[src/rtl/mem_bus_arbiter_pkg.sv]
// Shared encodings for the memory bus arbiter: FSM states, grant codes and
// write-buffer entry field layout.
package mem_bus_arbiter_pkg;

    typedef enum logic [2:0] {
        StIdle    = 3'd0,
        StGntI    = 3'd1,
        StGntD    = 3'd2,
        StGntW    = 3'd3,
        StRecover = 3'd4
    } state_e;

    typedef enum logic [1:0] {
        GntNone   = 2'd0,
        GntIcache = 2'd1,
        GntDcache = 2'd2,
        GntWbuf   = 2'd3
    } grant_e;

    // Write-buffer entry is {addr, data[31:0], be[3:0]}
    localparam int unsigned WbAddrLsb = 36;
    localparam int unsigned WbDataLsb = 4;
    localparam int unsigned WbDataW   = 32;
    localparam int unsigned WbBeW     = 4;

    // Refill lines are 32 bytes
    localparam int unsigned LineOffW  = 5;

    localparam logic PtrFavourData  = 1'b0;

endpackage

[src/rtl/mem_bus_arbiter_rr_pointer.sv]
// One-bit round-robin tracker between instruction and data sides.
// Output high means the instruction side wins a tie.
module mem_bus_arbiter_rr_pointer
    import mem_bus_arbiter_pkg::*;
(
    input  logic clk,
    input  logic rst_n,
    input  logic i_advance,
    output logic o_favour_instr
);

    logic r_ptr;

    always_ff @(posedge clk or negedge rst_n) begin
        if (!rst_n) begin
            r_ptr <= PtrFavourData;
        end else if (i_advance) begin
            r_ptr <= ~r_ptr;
        end
    end

    assign o_favour_instr = r_ptr;

endmodule

[src/rtl/mem_bus_arbiter.sv]
// Arbitrates the single memory port between icache refills, dcache refills and
// write-buffer drains; the write buffer always drains ahead of dcache reads.
module mem_bus_arbiter
    import mem_bus_arbiter_pkg::*;
#(
    parameter int unsigned ADDR_W = 32,
    parameter int unsigned LINE_W = 256,
    parameter int unsigned WB_W   = 68
) (
    input  logic              clk,
    input  logic              rst_n,
    input  logic              icache_req_in,
    input  logic [ADDR_W-1:0] icache_addr_in,
    output logic              icache_ready_out,
    output logic [LINE_W-1:0] icache_rdata_out,
    input  logic              dcache_req_in,
    input  logic [ADDR_W-1:0] dcache_addr_in,
    output logic              dcache_ready_out,
    output logic [LINE_W-1:0] dcache_rdata_out,
    input  logic              wb_empty_in,
    input  logic [WB_W-1:0]   wb_data_in,
    output logic              wb_pop_en_out,
    output logic              mem_req_out,
    output logic              mem_we_out,
    output logic [ADDR_W-1:0] mem_addr_out,
    output logic [31:0]       mem_wdata_out,
    output logic [3:0]        mem_be_out,
    input  logic              mem_ready_in,
    input  logic [LINE_W-1:0] mem_rdata_in,
    output logic [1:0]        grant_out
);

    state_e              r_state;
    state_e              w_state_next;
    logic                r_we;
    logic [ADDR_W-1:0]   r_addr;
    logic [WbDataW-1:0]  r_wdata;
    logic [WbBeW-1:0]    r_be;

    logic                w_load;
    logic                w_we_next;
    logic [ADDR_W-1:0]   w_addr_next;
    logic [WbDataW-1:0]  w_wdata_next;
    logic [WbBeW-1:0]    w_be_next;

    logic                w_in_gnt;
    logic                w_done;
    logic                w_favour_instr;
    logic                w_data_cand;
    logic [ADDR_W-1:0]   w_line_mask;
    logic [ADDR_W-1:0]   w_wb_addr;
    logic                w_icache_ready;
    logic                w_dcache_ready;

    assign w_line_mask = {{(ADDR_W - LineOffW){1'b1}}, {LineOffW{1'b0}}};
    assign w_wb_addr   = ADDR_W'(wb_data_in[WB_W-1:WbAddrLsb]);
    assign w_data_cand = !wb_empty_in || dcache_req_in;
    assign w_in_gnt    = (r_state == StGntI) || (r_state == StGntD) || (r_state == StGntW);
    assign w_done      = w_in_gnt && mem_ready_in;

    mem_bus_arbiter_rr_pointer u_rr_pointer (
        .clk            (clk),
        .rst_n          (rst_n),
        .i_advance      (w_done),
        .o_favour_instr (w_favour_instr)
    );

    always_comb begin
        w_state_next = r_state;
        w_load       = 1'b0;
        w_we_next    = 1'b0;
        w_addr_next  = r_addr;
        w_wdata_next = r_wdata;
        w_be_next    = r_be;
        case (r_state)
            StIdle: begin
                // A pending write always shadows the dcache read on the data side
                if (w_data_cand && (!icache_req_in || !w_favour_instr)) begin
                    w_load = 1'b1;
                    if (!wb_empty_in) begin
                        w_state_next = StGntW;
                        w_we_next    = 1'b1;
                        w_addr_next  = w_wb_addr;
                        w_wdata_next = wb_data_in[WbAddrLsb-1:WbDataLsb];
                        w_be_next    = wb_data_in[WbBeW-1:0];
                    end else begin
                        w_state_next = StGntD;
                        w_addr_next  = dcache_addr_in & w_line_mask;
                    end
                end else if (icache_req_in) begin
                    w_load       = 1'b1;
                    w_state_next = StGntI;
                    w_addr_next  = icache_addr_in & w_line_mask;
                end
            end
            StGntI, StGntD, StGntW: begin
                if (mem_ready_in) begin
                    w_state_next = StRecover;
                end
            end
            StRecover: w_state_next = StIdle;
            default:   w_state_next = StIdle;
        endcase
    end

    always_ff @(posedge clk or negedge rst_n) begin
        if (!rst_n) begin
            r_state <= StIdle;
            r_we    <= 1'b0;
            r_addr  <= '0;
            r_wdata <= '0;
            r_be    <= '0;
        end else begin
            r_state <= w_state_next;
            if (w_load) begin
                r_we    <= w_we_next;
                r_addr  <= w_addr_next;
                r_wdata <= w_wdata_next;
                r_be    <= w_be_next;
            end
        end
    end

    assign w_icache_ready = (r_state == StGntI) && mem_ready_in;
    assign w_dcache_ready = (r_state == StGntD) && mem_ready_in;

    assign icache_ready_out = w_icache_ready;
    assign dcache_ready_out = w_dcache_ready;
    assign wb_pop_en_out    = (r_state == StGntW) && mem_ready_in;
    assign icache_rdata_out = w_icache_ready ? mem_rdata_in : '0;
    assign dcache_rdata_out = w_dcache_ready ? mem_rdata_in : '0;

    assign mem_req_out   = w_in_gnt;
    assign mem_we_out    = r_we;
    assign mem_addr_out  = r_addr;
    assign mem_wdata_out = r_wdata;
    assign mem_be_out    = r_be;

    always_comb begin
        grant_out = GntNone;
        case (r_state)
            StGntI:  grant_out = GntIcache;
            StGntD:  grant_out = GntDcache;
            StGntW:  grant_out = GntWbuf;
            default: grant_out = GntNone;
        endcase
    end

endmodule
[config.mk]
export PLATFORM = sky130hd
export DESIGN_NAME = mem_bus_arbiter
export DESIGN_NICKNAME = d
export VERILOG_FILES = /design/src/rtl/mem_bus_arbiter_pkg.sv /design/src/rtl/mem_bus_arbiter_rr_pointer.sv /design/src/rtl/mem_bus_arbiter.sv
export SDC_FILE = /design/constraint.sdc
export NUM_CORES = 1
export LEC_CHECK = 0
export ABC_AREA = 0
export CORE_AREA = 2 2 385 387
export CTS_CLUSTER_DIAMETER = 50
export CTS_CLUSTER_SIZE = 20
export DETAILED_ROUTE_END_ITERATION = 7
export DIE_AREA = 0 0 387 389
export HOLD_SLACK_MARGIN = 0.08
export PLACE_DENSITY = 0.3
export SKIP_LAST_GASP = 1
export SYNTH_ARGS = -nofsm -noshare
export SYNTH_HDL_FRONTEND = slang
export SYNTH_SLANG_ARGS = --single-unit
[constraint.sdc]
create_clock -name clk -period 2.25 [get_ports clk]
set_input_delay 0.45 -clock clk [delete_from_list [all_inputs] [get_ports clk]]
set_output_delay 0.45 -clock clk [all_outputs]
set_load 0.005 [all_outputs]
# == Yosys cells after proc, flatten, opt, wreduce, memory -nomap -nowiden ==
# Cells that the tools add are included.
# word_totals
ram_bits,0
register_bits,73
mem_count,0
mem_bits_ro,0
out_inout_bits,587
in_bits,394
latch_bits,0
# classes
shift,0
n_eq_ne,5
reduce_logical,18
n_mul,0
bitwise,2
div_mod_pow,0
n_lt_le_gt_ge,0
n_addsub,0
mux,17
# op_table
op,n
256-bit two-way mux,2
32-bit two-way mux,3
3-bit two-way mux,3
1-bit two-way mux,7
3-bit by 2-bit equality test with 1-bit output (second input constant),2
2-bit case mux with 3 select lines,1
3-bit case mux with 2 select lines,1
1-bit logical AND,5
1-bit logical OR,4
4-bit AND reduction,1
3-bit by 1-bit equality test with 1-bit output (second input constant),1
1-bit zero test,3
3-bit zero test,1
3-bit inequality test (second input constant),1
3-bit AND reduction,1
3-bit OR reduction,1
2-bit inequality test (second input constant),1
1-bit NOT,2
2-bit AND reduction,1
2-bit nonzero test,1

# == Depth between registers and ports, before layout ==
# Gate-level depths: netlist of run 1.
# logic_depth
ltp_word,6
ltp_mapped,5
depth_no_buf,3

# == Cells and area by module ==
# A second synthesis of run 1 with hierarchy kept.
# hier_totals
hier_cells,901
area_unflattened_um2,6939.2
# modules_own_cells
mod,n_inst,area_per_inst_um2,seq_area_each_um2,cells_per_inst
mem_bus_arbiter,1,6905.4,1801.7,899
mem_bus_arbiter_rr_pointer,1,33.8,25.0,2

# == Least setup slack after synthesis of run 1 ==
# No wires, ideal clock.
# synth_path
path_kind,reg-to-output
from,reg r_state[2]
to,out icache_rdata_out[100]
arrival_time_ps,1430
n_path_buf,2
slack_ps,370
path_stages_with_launch,6
cell_sequence,dfrtp_1 > nand2b_4 > nor3b_2 > buf_2 > clkbuf_1 > and2_1
# synth_via
elab_chain_len,3
# synth_lines
item,line_no,source
from (decl),mem_bus_arbiter.sv:33,state_e r_state;
from (signal assigned),mem_bus_arbiter.sv:108,r_state <= StIdle;
from (signal assigned),mem_bus_arbiter.sv:114,r_state <= w_state_next;
3-bit by 1-bit equality test with 1-bit output,mem_bus_arbiter.sv:124,assign w_icache_ready = (r_state == StGntI) && mem_ready_in;
1-bit logical AND,mem_bus_arbiter.sv:124,
256-bit two-way mux,mem_bus_arbiter.sv:130,assign icache_rdata_out = w_icache_ready ? mem_rdata_in : '0;
to (decl),mem_bus_arbiter.sv:15,"output logic [LINE_W-1:0] icache_rdata_out,"
# Every way passes these cells.

# == Worst setup path after layout of run 1 ==
# layout_path
from,reg r_state[2]
to,out icache_rdata_out[56]
# Same word-level chain as after synthesis.

==> results of run 1 <==
-- cells by family (layout without fill, tap and decap cells) --
| kind of cell | Yosys count | after routing | share of synthesized area (%) |
|---|---|---|---|
| DFF | 73 | 73 | 26.3 |
| buffers and inverters | 88 | 1143 | 5.56 |
| xor gates and xnor gates | 1 | 1 | 0.126 |
| AOI/OAI and AO/OA | 116 | 116 | 9.27 |
| other | 0 | 18 | 0 |
| muxes | 36 | 36 | 5.83 |
| and+or+nand+nor | 586 | 586 | 52.9 |
-- metal layers --
layer  GRT usage [%]  routed length [um]  vias to the layer above
met5               0                 271                        -
met4            1.01                1150                       44
met3            6.90               12300                      130
met2            20.6               45900                      603
met1            14.7               40200                     4951
li1                -                   -                     5005
-- final cells by class --
cell class              instances  area (um^2)
flip-flops and latches         73         1830
repair buffers               1125        11800
well taps                    1930         2410
clock buffers                  10          229
inverters                       2         7.51
clock inverters                 6         67.6
multi-input cells             739         4800
diodes                         18         45.0
fillers                     16700       125000
-- power by group --
part / internal (uW) / leakage [uW] / switching, uW
Combinational: 5870 / 0.00747 / 4210
Sequential: 1990 / 0.000857 / 375
Clock: 865 / 0.000139 / 694
-- registers in the layout, indices dropped and copies added (netlist names) --
name	cells
mem_addr_out	32
mem_wdata_out	32
mem_be_out	4
r_state	3
mem_we_out	1
u_rr_pointer.o_favour_instr	1
-- Yosys cell counts --
| cell | number | share of area (%) |
|---|---|---|
| buf_1 | 2 | 0.11 |
| or2_1 | 1 | 0.090 |
| clkbuf_2 | 1 | 0.072 |
| mux2_1 | 4 | 0.65 |
| and3_1 | 28 | 2.5 |
| nor3_1 | 1 | 0.072 |
| dfrtp_1 | 73 | 26 |
| nand2_1 | 2 | 0.11 |
| and2_1 | 514 | 46 |
| a31oi_1 | 27 | 2.4 |
| mux2_2 | 32 | 5.2 |
| o21ai_0 | 54 | 3.9 |
| nor2b_1 | 29 | 2.6 |
| inv_1 | 2 | 0.11 |
| clkbuf_1 | 69 | 3.7 |
| nor2_1 | 5 | 0.27 |
| a21oi_1 | 27 | 1.9 |
| a21o_1 | 1 | 0.11 |
| xor2_1 | 1 | 0.13 |
| buf_6 | 6 | 0.97 |
| nor4_4 | 1 | 0.31 |
| a22o_1 | 6 | 0.76 |
| buf_2 | 8 | 0.58 |
| nand3_1 | 1 | 0.072 |
| o32a_1 | 1 | 0.14 |
| nor3_2 | 1 | 0.14 |
| or3b_2 | 1 | 0.13 |
| nand2b_4 | 1 | 0.20 |
| nor3b_2 | 1 | 0.18 |
-- per-stage QoR --
stage	cells	setup TNS (ps)	util [%]	hold slack (ps)	setup slack [ps]
after detailed placement	3821	-400690	13.8	449	-991
after floorplan	900	0	-	154	370
after CTS	3849	-288900	14.1	492	-694
after global placement	3821	-402000	13.8	452	-1010
after global routing	3886	-304970	14.4	508	-755
final	3903	-237760	14.4	486	-637
-- worst max path at each step --
| stage | startpoint | endpoint | depth (start not counted) |
|---|---|---|---|
| 2_1_floorplan | r_state[2]$_DFFE_PN0P_ | icache_rdata_out[100] | 5 |
| 3_3_place_gp | mem_ready_in | icache_rdata_out[151] | 8 |
| 3_5_place_dp | mem_ready_in | icache_rdata_out[151] | 8 |
| 4_1_cts | r_state[1]$_DFFE_PN0P_ | dcache_rdata_out[208] | 7 |
| 5_1_grt | r_state[2]$_DFFE_PN0P_ | icache_rdata_out[212] | 10 |
| 6_report | r_state[2]$_DFFE_PN0P_ | icache_rdata_out[56] | 7 |
-- timing repair --
item / CTS / global route
cloned: 2 / 12
pin swaps: 3 / 3
setup buffers: 9 / 24
endpoints found under the setup margin: 516 / 517
gates resized for setup: 92 / 140
hold buffers: 1 / 0
endpoints found under the hold margin: 28 / 0
-- worst max-delay path, delay by kind of cell, from the launching register on --
family / cells / cell delay [ps]
buf+inv: 4 / 1080
simple gates: 3 / 560
flops: 1 / 380
==> metrics.yaml, run 1 <==
finish:
  final_common_cell: "clkdlybuf4s50_1"
  area_growth_pct: 204
  drive_above_1_share_pct: 16.1
  final_cell_mix: "clkdlybuf4s50_1 (837), and2_1 (498), buf_4 (105), dfrtp_1 (73), buf_12 (57)"
  final_nets: 2344
  fin_area_mm2: 0.0212
critical_path:
  crit_type: "reg2out"
  reg2reg_depth: 5
  endpoint_kind: "output pin"
  reg2reg_slack_ps: 290
  cpPeakStageDelay_ps: 530
  cp_max_fo: 9
  cpMaxStageDelayCell: "clkdlybuf4s50_1"
  cp.arrival_ps: 2440
  reg2reg_from: "r_state[1]$_DFFE_PN0P_"
  startpoint_type: "register"
  worstPathCellList: "nand2b_4, nor3b_4, buf_12, buf_16, buf_4, and2_1, clkdlybuf4s50_1"
  reg2reg_to: "mem_be_out[3]$_DFFE_PN0P_"
  cp_data_required_time_ps: 1800
worst_hold_path:
  hp-start: "mem_we_out$_DFFE_PN0P_"
  hold-path-endpoint: "mem_we_out$_DFFE_PN0P_"
  hold_path_class: "reg2reg"
  hold_path_depth: 1
floorplanning:
  die_w_um: 387
  die-area_mm2: 0.151
  rows: 141
  die_h_um: 389
  initial_core_util_pct: 4.74
  core_area_mm2: 0.147
  io_pins: 981
synthesis:
  syn_nets: 1294
  synth_area_mm2: 0.00695
  yosysWarnings: 0
  syn_inst: 900
  yosysUniqueCellTypes: 29
  avgSynthCellArea_um2: 7.73
  ys_seq_area_share_pct: 26.3
  ys_ff_latch: 73
clocking:
  h-tree-depth: 3
  ctsRootBufferMaster: "clkbuf_16"
  max-clock-path-buffers: 2
  clock-sinks: 73
  clk_pin_slew_ps: 60
  cts_made_buffers: 9
  tritoncts: "yes"
  clk_latency_ps: 380
placement:
  dp.final_hpwl_um: 87100
  gp_congestion: 0.769
  placed_area_mm2: 0.0202
  io_buffers: 970
sta:
  finalSetupViolCount: 514
  slew_violations: 0
  max_freq_mhz: 346
  fin_crit_sh_pct: 128
  period_needed_ps: 2890
  worstMarginPinSlew_ps: 469
  skew_ps: 15.8
  rsz0062_at_grt: "yes"
  setup_slack_ps: -637
  max_slew_margin_pct: 68.7
  final_hold_viol_count: 0
status:
  status: "complete, but fails checks"
  failed_checks: "negative setup slack"
power_and_ir_drop:
  finalPower_uw: 14000
  irDropWorstVdd_uv: 349
  p_leak_uw: 0.00847
  cellPowerDensity_mw_per_mm2: 662
job:
  cap_viol_max_count: 0
grt:
  grt_pass1_wl_um: 124000
  grt_remaining_overflow: 0
  grt_pass1_vias: 11100
  groute.usage.overall_pct: 12.5
  grt_max_degree: 43
  antenna_found_initial: 73
route:
  finalWirelength_um: 99800
  ant_nets: 0
  viasPerCell: 2.75
  wl_per_cell_um: 25.6
  drc: 0
  vias: 10700
  drt_pass1_iterations: 4
  drtIter0Drc: 322
No activity file was read; power rests on OpenSTA's default activity.
==> inputs of run 2 (changes only) <==
--- a/config.mk
+++ b/config.mk
@@ -16,2 +16,3 @@
 export SKIP_LAST_GASP = 1
+export SLEW_MARGIN = 40
 export SYNTH_ARGS = -nofsm -noshare
==> constraint.sdc (replaced) <==
create_clock -name clk -period 2.25 [get_ports clk]
set_input_delay 0.5625 -clock clk [delete_from_list [all_inputs] [get_ports clk]]
set_output_delay 0.5625 -clock clk [all_outputs]
set_load 0.005 [all_outputs]
==> run 2 against run 1 <==
The flow still finishes with violations (negative setup slack). Final cell count grew 1.8%. Wire length is 4.0% higher. Clock power grew 4%. Flip-flop and latch count stayed put. Hold slack gained 5.3 ps. Sequential power about the same. Count of clock-buffer cells in the layout decreased by 1. Design area is 6.2% higher. Combinational power increased by 14%. Setup slack got worse by 75 ps. Maximum frequency is 2.5% lower. Utilization rose by 0.90 points. Highest routed layer unchanged.
==> metrics.yaml, run 2 (synthesis results as in run 1) <==
status:
  status: "complete, but fails checks"  # unchanged
  failed_checks: "negative setup slack"  # unchanged
clocking:
  ctsRootBufferMaster: "clkbuf_16"  # unchanged
  clk_pin_slew_ps: 70  # was 60 ps
  clk_latency_ps: 380  # about the same
  clock-sinks: 73  # unchanged
  cts_made_buffers: 9  # unchanged
  tritoncts: "yes"  # unchanged
  h-tree-depth: 3  # unchanged
  max-clock-path-buffers: 2  # unchanged
critical_path:
  cp_max_fo: 21  # was 9
  crit_type: "in2out"  # was reg2out
  endpoint_kind: "output pin"  # unchanged
  critPathMostFrequentCell: "buf_16"
  reg2reg_slack_ps: 300  # was 290 ps
  cp-startpoint: "mem_ready_in"  # was r_state[2]$_DFFE_PN0P_
  worstPathCellList: "clkdlybuf4s15_2, nand2b_4, nor3b_4, buf_6, buf_16, buf_16, and2_4, clkdlybuf4s50_1"  # was nand2b_4, nor3b_4, buf_12, buf_16, buf_4, and2_1, clkdlybuf4s50_1
  cpPeakStageDelay_ps: 530  # about the same
  cp_data_required_time_ps: 1690  # was 1800 ps
  cpMaxStageDelayCell: "clkdlybuf4s50_1"  # unchanged
  reg2reg_depth: 5  # unchanged
  critPathCapture: "icache_rdata_out[164]"  # was icache_rdata_out[56]
  cp.arrival_ps: 2400  # was 2440 ps
  reg2reg_to: "mem_be_out[3]$_DFFE_PN0P_"  # unchanged
  reg2reg_from: "r_state[0]$_DFFE_PN0P_"  # was r_state[1]$_DFFE_PN0P_
  startpoint_type: "input pin"  # was register
power_and_ir_drop:
  p_switching_uw: 5790  # was 5280 uW
  p_int_uw: 9690  # was 8730 uW
  irDropWorstVdd_uv: 368  # was 349 uV
  comb_power_share_pct: 74.1  # was 72.0%
  pwr-share-clk_pct: 10.5  # was 11.1%
  p_leak_uw: 0.0102  # was 0.00847 uW
  sw_frac_of_total_pct: 37.4  # was 37.7%
  cellPowerDensity_mw_per_mm2: 689  # was 662 mW/mm^2
  seqPwrFrac_pct: 15.3  # was 16.9%
finish:
  final_common_cell: "clkdlybuf4s50_1"  # unchanged
  area_growth_pct: 223  # was 204%
  final_nets: 2420  # was 2344
  nFillCells: 16700  # about the same
  final_cell_mix: "clkdlybuf4s50_1 (630), and2_1 (383), buf_6 (154), and2_4 (131), buf_4 (114)"  # was clkdlybuf4s50_1 (837), and2_1 (498), buf_4 (105), dfrtp_1 (73), buf_12 (57)
  drive_above_1_share_pct: 34.1  # was 16.1%
  fin_area_mm2: 0.0225  # was 0.0212 mm^2
  fin_util_pct: 15.3  # was 14.4%
sta:
  whs_ps: 491  # was 486 ps
  finalSetupViolCount: 517  # was 514
  worstMarginPinSlew_ps: 415  # was 469 ps
  setup_slack_ps: -712  # was -637 ps
  max_slew_margin_pct: 72.3  # was 68.7%
  period_needed_ps: 2960  # was 2890 ps
  slew_violations: 0  # unchanged
  final_hold_viol_count: 0  # unchanged
  timing.setup.tns_ps: -248890  # was -237760 ps
  skew_ps: 14.4  # was 15.8 ps
  max_freq_mhz: 338  # was 346 MHz
  rsz0062_at_grt: "yes"  # unchanged
  fin_crit_sh_pct: 132  # was 128%
placement:
  gp_congestion: 0.769  # about the same
  dp.final_hpwl_um: 86400  # was 87100 um
  placed_area_mm2: 0.0200  # was 0.0202 mm^2
  io_buffers: 970  # unchanged
  pre_cts_ws_ps: -1320  # was -991 ps
route:
  vias: 11300  # was 10700
  drc: 0  # unchanged
  drtIter0Drc: 418  # was 322
  ant_nets: 0  # unchanged
  drt_pass1_iterations: 5  # was 4
  finalWirelength_um: 104000  # was 99800 um
  viasPerCell: 2.84  # was 2.75
  wl_per_cell_um: 26.2  # was 25.6 um
floorplanning:
  die_w_um: 387  # unchanged
  core_area_mm2: 0.147  # unchanged
  die_h_um: 389  # unchanged
  initial_core_util_pct: 4.74  # unchanged
  die-area_mm2: 0.151  # unchanged
  io_pins: 981  # unchanged
  rows: 141  # unchanged
grt:
  grt_max_degree: 48  # was 43
  grt_pass1_vias: 11400  # was 11100
  groute.usage.overall_pct: 12.7  # was 12.5%
  antenna_found_initial: 77  # was 73
  grt_pass1_wl_um: 125000  # was 124000 um
  grt_remaining_overflow: 0  # unchanged
worst_hold_path:
  hold_path_class: "reg2reg"  # unchanged
job:
  cap_viol_max_count: 0  # unchanged
==> run 2: cell count changes in the layout (fill, tap and decap cells not counted), moves of 9 or more <==
cell | previous run | this run
clkbuf_2 | 23 | 54
buf_2 | 9 | 54
buf_4 | 105 | 114
buf_6 | 20 | 154
and2_1 | 498 | 383
buf_8 | 3 | 19
clkdlybuf4s50_1 | 837 | 630
dlymetal6s2s_1 | 29 | 60
buf_12 | 57 | 73
and2_4 | 16 | 131
==> run 2: timing repair <==
| action | CTS | global route |
|---|---|---|
| buffers inserted | 40 | 75 |
| pin swaps | 10 | 20 |
| gates cloned | 14 | 17 |
| hold endpoints to repair | 2 | 0 |
| gates resized for setup | 466 | 698 |
| setup endpoints to repair | 518 | 518 |
| hold buffers | 1 | 0 |
==> run 2: worst min-delay path by stage <==
stage	start	to	slack [ps]	cells past startpoint
floorplan	rst_n	mem_addr_out[0]$_DFFE_PN0P_	270	0
global placement	mem_we_out$_DFFE_PN0P_	mem_we_out$_DFFE_PN0P_	460	1
detailed placement	mem_we_out$_DFFE_PN0P_	mem_we_out$_DFFE_PN0P_	480	1
CTS	u_rr_pointer.o_favour_instr$_DFFE_PN0P_	u_rr_pointer.o_favour_instr$_DFFE_PN0P_	500	1
global route	mem_wdata_out[23]$_DFFE_PN0P_	mem_wdata_out[23]$_DFFE_PN0P_	510	1
finish	mem_we_out$_DFFE_PN0P_	mem_we_out$_DFFE_PN0P_	490	1
==> run 2: final cells by class <==
type	instances	area, um^2	share of cell area, %
inverter	2	7.51	0.0334
clock buffer	9	225	1.00
antenna	11	27.5	0.122
sequential	73	1830	8.12
tap	1930	2410	10.7
clock inverter	7	83.8	0.373
timing repair buffer	1201	12800	57.0
multi-input combinational	739	5090	22.6
==> run 2: power groups by stage <==
stage / combinational (uW) / clock [uW] / sequential, uW
6_report: 11500 / 1630 / 2370
5_1_grt: 12300 / 1760 / 2460
4_1_cts: 10800 / 1730 / 2390
3_5_place_dp: 9600 / 0 / 2410
3_3_place_gp: 9730 / 0 / 2400
2_1_floorplan: 2710 / 0 / 2400
==> run 2: critical path: cells and delay by family <==
kind / cells / cell delay [ps]
simple gates: 3 / 490
buf+inv: 5 / 1290
==> run 2: per-layer routing <==
layer | track usage [%] | vias to the layer above | part of all wire, %
li1 | - | 5168 | -
met1 | 15.2 | 5262 | 41
met2 | 20.9 | 642 | 46
met3 | 6.11 | 155 | 11
met4 | 1.70 | 44 | 1.7
met5 | 0 | - | 0.27
==> run 2: through the flow <==
step,std cells,total power [uW]
global placement,3809,12100
detailed placement,3809,12000
CTS,3880,14900
global route,3963,16500
finish,3972,15500
floorplan,900,5110
==> inputs of run 3 (changes only) <==
GPL_ROUTABILITY_DRIVEN = 0   (was not set)
==> results of run 3 <==
Same layout as run 2: the final DEF is identical, and so are final timing and power.
